--- src/rtl/vga_pixel_fetch.sv ---
// Pixel stage behind the VGA timing generator: fetches RGB332 pixels from a
// double-banked framebuffer, expands them to RGB888 and re-aligns sync/blank.
module vga_pixel_fetch #(
    parameter int X_BITS = 7,
    parameter int Y_BITS = 5,
    parameter int RD_LAT = 1
) (
    input  logic                     clk,
    input  logic                     rst_n,
    input  logic                     h_sync_in,
    input  logic                     v_sync_in,
    input  logic                     blank_n_in,
    input  logic [9:0]               pos_x,
    input  logic [9:0]               pos_y,
    output logic                     fb_rd_en,
    output logic [X_BITS+Y_BITS:0]   fb_rd_addr,
    input  logic [7:0]               fb_rd_data,
    input  logic                     swap_req,
    output logic                     swap_ack,
    output logic                     disp_bank,
    output logic [7:0]               vga_r,
    output logic [7:0]               vga_g,
    output logic [7:0]               vga_b,
    output logic                     h_sync,
    output logic                     v_sync,
    output logic                     blank_n
);

    localparam int D  = RD_LAT + 1;
    localparam int AW = X_BITS + Y_BITS;

    typedef enum logic {S_IDLE = 1'b0, S_ACK = 1'b1} state_t;

    state_t            r_state;
    logic              r_vs_prev;
    logic              r_last_valid;
    logic [AW-1:0]     r_last_addr;
    logic [RD_LAT-1:0] r_rd_pipe;
    logic [D-1:0]      r_hs_d;
    logic [D-1:0]      r_vs_d;
    logic [D-1:0]      r_bl_d;
    logic [7:0]        r_pix;

    logic [AW-1:0]     w_coord;
    logic              w_fetch;
    logic              w_swap;
    logic              w_rd_valid;
    logic [7:0]        w_pix_next;
    logic              w_unused;

    assign w_unused   = &{1'b0, pos_x[9:X_BITS], pos_y[9:Y_BITS]};
    assign w_coord    = {pos_y[Y_BITS-1:0], pos_x[X_BITS-1:0]};
    // A pixel spans several clocks; only fetch when the coordinate changes.
    assign w_fetch    = blank_n_in & (~r_last_valid | (w_coord != r_last_addr));
    assign fb_rd_en   = w_fetch & rst_n;
    assign fb_rd_addr = {disp_bank, w_coord};
    assign w_swap     = (r_state == S_IDLE) & r_vs_prev & ~v_sync_in & swap_req;
    assign w_rd_valid = r_rd_pipe[RD_LAT-1];
    assign w_pix_next = w_rd_valid ? fb_rd_data : r_pix;

    assign h_sync  = r_hs_d[D-1];
    assign v_sync  = r_vs_d[D-1];
    assign blank_n = r_bl_d[D-1];

    always_ff @(posedge clk or negedge rst_n) begin
        if (!rst_n) begin
            r_last_valid <= 1'b0;
            r_last_addr  <= '0;
            r_rd_pipe    <= '0;
            r_hs_d       <= '0;
            r_vs_d       <= '0;
            r_bl_d       <= '0;
        end else begin
            r_rd_pipe <= RD_LAT'({r_rd_pipe, w_fetch});
            r_hs_d    <= D'({r_hs_d, h_sync_in});
            r_vs_d    <= D'({r_vs_d, v_sync_in});
            r_bl_d    <= D'({r_bl_d, blank_n_in});
            if (w_fetch) begin
                r_last_addr <= w_coord;
            end
            // A swap invalidates the cached coordinate so the new bank is read.
            if (w_swap || !blank_n_in) begin
                r_last_valid <= 1'b0;
            end else if (w_fetch) begin
                r_last_valid <= 1'b1;
            end
        end
    end

    always_ff @(posedge clk or negedge rst_n) begin
        if (!rst_n) begin
            r_pix <= 8'h00;
            vga_r <= 8'h00;
            vga_g <= 8'h00;
            vga_b <= 8'h00;
        end else begin
            r_pix <= w_pix_next;
            if (r_bl_d[D-2]) begin
                vga_r <= {w_pix_next[7:5], w_pix_next[7:5], w_pix_next[7:6]};
                vga_g <= {w_pix_next[4:2], w_pix_next[4:2], w_pix_next[4:3]};
                vga_b <= {4{w_pix_next[1:0]}};
            end else begin
                vga_r <= 8'h00;
                vga_g <= 8'h00;
                vga_b <= 8'h00;
            end
        end
    end

    // Bank swap only on the v_sync falling edge; ACK waits for the request to drop.
    always_ff @(posedge clk or negedge rst_n) begin
        if (!rst_n) begin
            r_state   <= S_IDLE;
            r_vs_prev <= 1'b1;
            swap_ack  <= 1'b0;
            disp_bank <= 1'b0;
        end else begin
            r_vs_prev <= v_sync_in;
            swap_ack  <= 1'b0;
            case (r_state)
                S_IDLE: begin
                    if (w_swap) begin
                        disp_bank <= ~disp_bank;
                        swap_ack  <= 1'b1;
                        r_state   <= S_ACK;
                    end
                end
                S_ACK: begin
                    if (!swap_req) begin
                        r_state <= S_IDLE;
                    end
                end
                default: r_state <= S_IDLE;
            endcase
        end
    end

endmodule

--- config.mk ---
export PLATFORM = sky130hd
export DESIGN_NAME = vga_pixel_fetch
export DESIGN_NICKNAME = d
export VERILOG_FILES = /design/src/rtl/vga_pixel_fetch.sv
export SDC_FILE = /design/constraint.sdc
export NUM_CORES = 1
export LEC_CHECK = 0
export ABC_AREA = 1
export CORE_ASPECT_RATIO = 1.1
export CORE_UTILIZATION = 25
export DETAILED_ROUTE_END_ITERATION = 10
export GPL_ROUTABILITY_DRIVEN = 0
export PLACE_DENSITY = 0.49
export SYNTH_ARGS = -nofsm -noshare
export SYNTH_HDL_FRONTEND = slang
export SYNTH_SLANG_ARGS = --single-unit
--- constraint.sdc ---
create_clock -name clk -period 2.3 [get_ports clk]
set_clock_uncertainty 0.15 [all_clocks]
set_input_delay 0.345 -clock clk [delete_from_list [all_inputs] [get_ports clk]]
set_output_delay 0.345 -clock clk [all_outputs]
set_load 0.01 [all_outputs]
==> flow_summary.toml <==
[synth]
synthDistinctLibCells = 20
syn_avg_cell_area_um2 = 8.753
yosysTopAreaCell = "dfrtp_1"
ys_top_cells_by_area = "dfrtp_1, nand2_1, buf_4"
yosys_warnings = 0
syn_nets = 249
synth_cells = 215
netlist_area_um2 = 1882
yosysTopAreaCellShare_pct = 51.86
ys_seq_area_share_pct = 53.26
synth_seq_cells = 40

[critical_path]
worstSetupEndpointType = "output port"
rrSetupSlack_ns = 0.72
ff2ff_path_depth = 10
cp.required_ns = 1.80
critPathLaunchType = "input port"
reg2reg_to = "r_last_addr[7]"
cp_max_fo = 2
critPathKind = "in2out"
crit_arrival_ns = 1.68
r2r_start = "r_last_addr[10]"

[clock_network]
cts.sinks = 40
clock_latency_ns = 0.28
cts-buffers-inserted = 5
clkTransAtPathRegs_ns = 0.07
h-tree-depth = 2
cts_tree = "built"
clockBufferDepth = 2
clockRootBuffer = "clkbuf_8"

[power_and_ir_drop]
power_mw = 1.699
power.density_nw_per_um2 = 646.9
power_leakage_nw = 1.354
ir_drop_mv = 0.2378

[place]
port_buffers = 68
dpl.hpwl_um = 2660
dpl.cell_count = 346
pre_cts_ws_ns = -0.1796

[sta]
drv_slew = 0
max_freq_ghz = 0.4607
setup_viol = 0
hold_viol_final = 0
min_period_ns = 2.171
slew_headroom_pct = 65.74
layout_setup_ws_ns = 0.1295
worst_slew_pin_slew_ns = 0.5138
grt_setup_unrepaired = "false"
finalCritPeriodShare_pct = 94.37

[drt]
wl_per_cell_um = 10.59
drt_iter0_drc = 82
drc = 8
ant_nets = 0
via_per_inst = 3.961
wirelength_um = 3759
first_pass_iters = 7
vias = 1406

[floorplan]
rows = 32
die_y_um = 93.00
die-width_um = 84.72
start_util_pct = 26.26
core_area_um2 = 7167
die_area_um2 = 7879
ios = 77

[grt]
grt_pass1_wl_um = 6182
grt_antenna_before_repair = 0
grt_remaining_overflow = 0
grt_max_degree = 41
grt_pass1_vias = 1347
grt_usage_pct = 10.26

[final_layout]
diodes = 0
layout-drive-gt1-share_pct = 12.96
num-fill-cells = 720
multi_input_area_um2 = 545.5
area_growth_pct = 39.56
seq_area_um2 = 1002
nets = 303
fin_cells = 355

[hold_path]
min_to = "r_vs_d[1]"
min_from = "r_vs_d[0]"
hold_path_depth = 0
hold_class = "reg2reg"

[outcome]
outcome = "finished with violations"
violations = "DRC"

[job]
drv_cap = 0
## routing by layer
layer | up-vias | global-route usage [%] | wire, um
li1 | 728 | - | -
met1 | 611 | 12.65 | 1807
met2 | 58 | 16.33 | 1584
met3 | 9 | 3.266 | 271
met4 | 0 | 4.802 | 95
met5 | - | 0 | 0
## synthesized netlist by cell type, drive strengths merged
library cell and n:
nand2 76, dfrtp 39, buf 31, inv 22
nor2 15, nand3 13, a21oi 8, clkbuf 3
or2 2, a21o 1, and3 1, dfstp 1
o21ai 1, xnor2 1, xor2 1
## worst max-delay path by stage
stage | start | to
after CTS | pos_y[2] | fb_rd_en
after global placement | pos_x[3] | fb_rd_en
after global routing | pos_x[3] | fb_rd_en
after floorplan | r_last_addr[3] | fb_rd_en
final | pos_y[4] | fb_rd_en
after detailed placement | pos_x[3] | fb_rd_en
## state kept, by name, summed over array words and instances, names as in the netlist, 2 cells and up
register,cells
r_last_addr,12
r_pix,8
vga_g,3
vga_r,3
r_bl_d,2
r_hs_d,2
r_vs_d,2
vga_b,2
## worst max-delay path, stage by stage
cell and delay, ns:
clkdlybuf4s50_1 0.48, inv_1 0.06, nand2_1 0.05, nand2_1 0.05, nor2_2 0.10, nand2_2 0.08, nor2_4 0.12, nand2_4 0.06
nand2_4 0.06, nor2_1 0.04, clkdlybuf4s15_1 0.22
## metrics by stage
step	hold slack, ns	cell area, um2	setup TNS [ns]	util [%]
4_1_cts	0.2057	2610	0	36.42
3_5_place_dp	0.1871	2497	-0.1796	34.85
6_report	0.2036	2626	0	36.64
5_1_grt	0.2163	2626	0	36.64
2_1_floorplan	-0.1006	1882	0	-
3_3_place_gp	0.1813	2497	-0.1810	34.85
## cells by family (layout without fill, tap and decap cells)
kind of cell / after synthesis / in the layout / synth area share [%]
AND/OR/NAND/NOR: 107 / 107 / 25.00
buffers and inverters: 56 / 111 / 18.02
flip-flops: 40 / 40 / 53.26
AO/OA/AOI/OAI: 10 / 10 / 2.793
XOR/XNOR: 2 / 2 / 0.9310
## area by class of cell
cell class                      count  share of cell area [%]
Sequential cell                    40                   38.16
Timing Repair Buffer               81                   29.78
Multi-Input combinational cell    119                   20.77
Tap cell                           85                   4.050
Inverter                           22                   3.144
Clock buffer                        6                   2.763
Clock inverter                      2                   1.334
## power breakdown
part | switching, mW | total, mW | internal [mW] | leakage (nW)
combinational | 0.149 | 0.340 | 0.191 | 0.808
clock | 0.236 | 0.557 | 0.322 | 0.0552
sequential | 0.0379 | 0.801 | 0.763 | 0.491
## timing repair
item                       CTS  global route
setup endpoints to repair    1             1
hold endpoints to repair    37             0
hold buffers                 1             0
gates resized for setup      4             7
pin swaps                    0             4
buffers inserted             0             0
## layout by cell type (no fill, tap or decap)
master / count
and3_1: 1
nand3_1: 13
clkbuf_1: 1
dlygate4sd2_1: 3
a21oi_1: 8
nor2_1: 12
nor2_4: 1
nor2_2: 2
dlygate4sd3_1: 1
dfstp_2: 1
nand2_2: 9
clkdlybuf4s15_1: 1
xor2_1: 1
a21o_1: 1
buf_2: 1
or2_1: 2
inv_1: 22
dlymetal6s2s_1: 4
bufinv_16: 1
clkdlybuf4s50_1: 59
xnor2_1: 1
buf_4: 12
o21ai_0: 1
nand2_1: 65
clkinv_2: 1
nand2_4: 2
clkbuf_8: 5
dfrtp_1: 39
(Power assumes the default switching activity.)
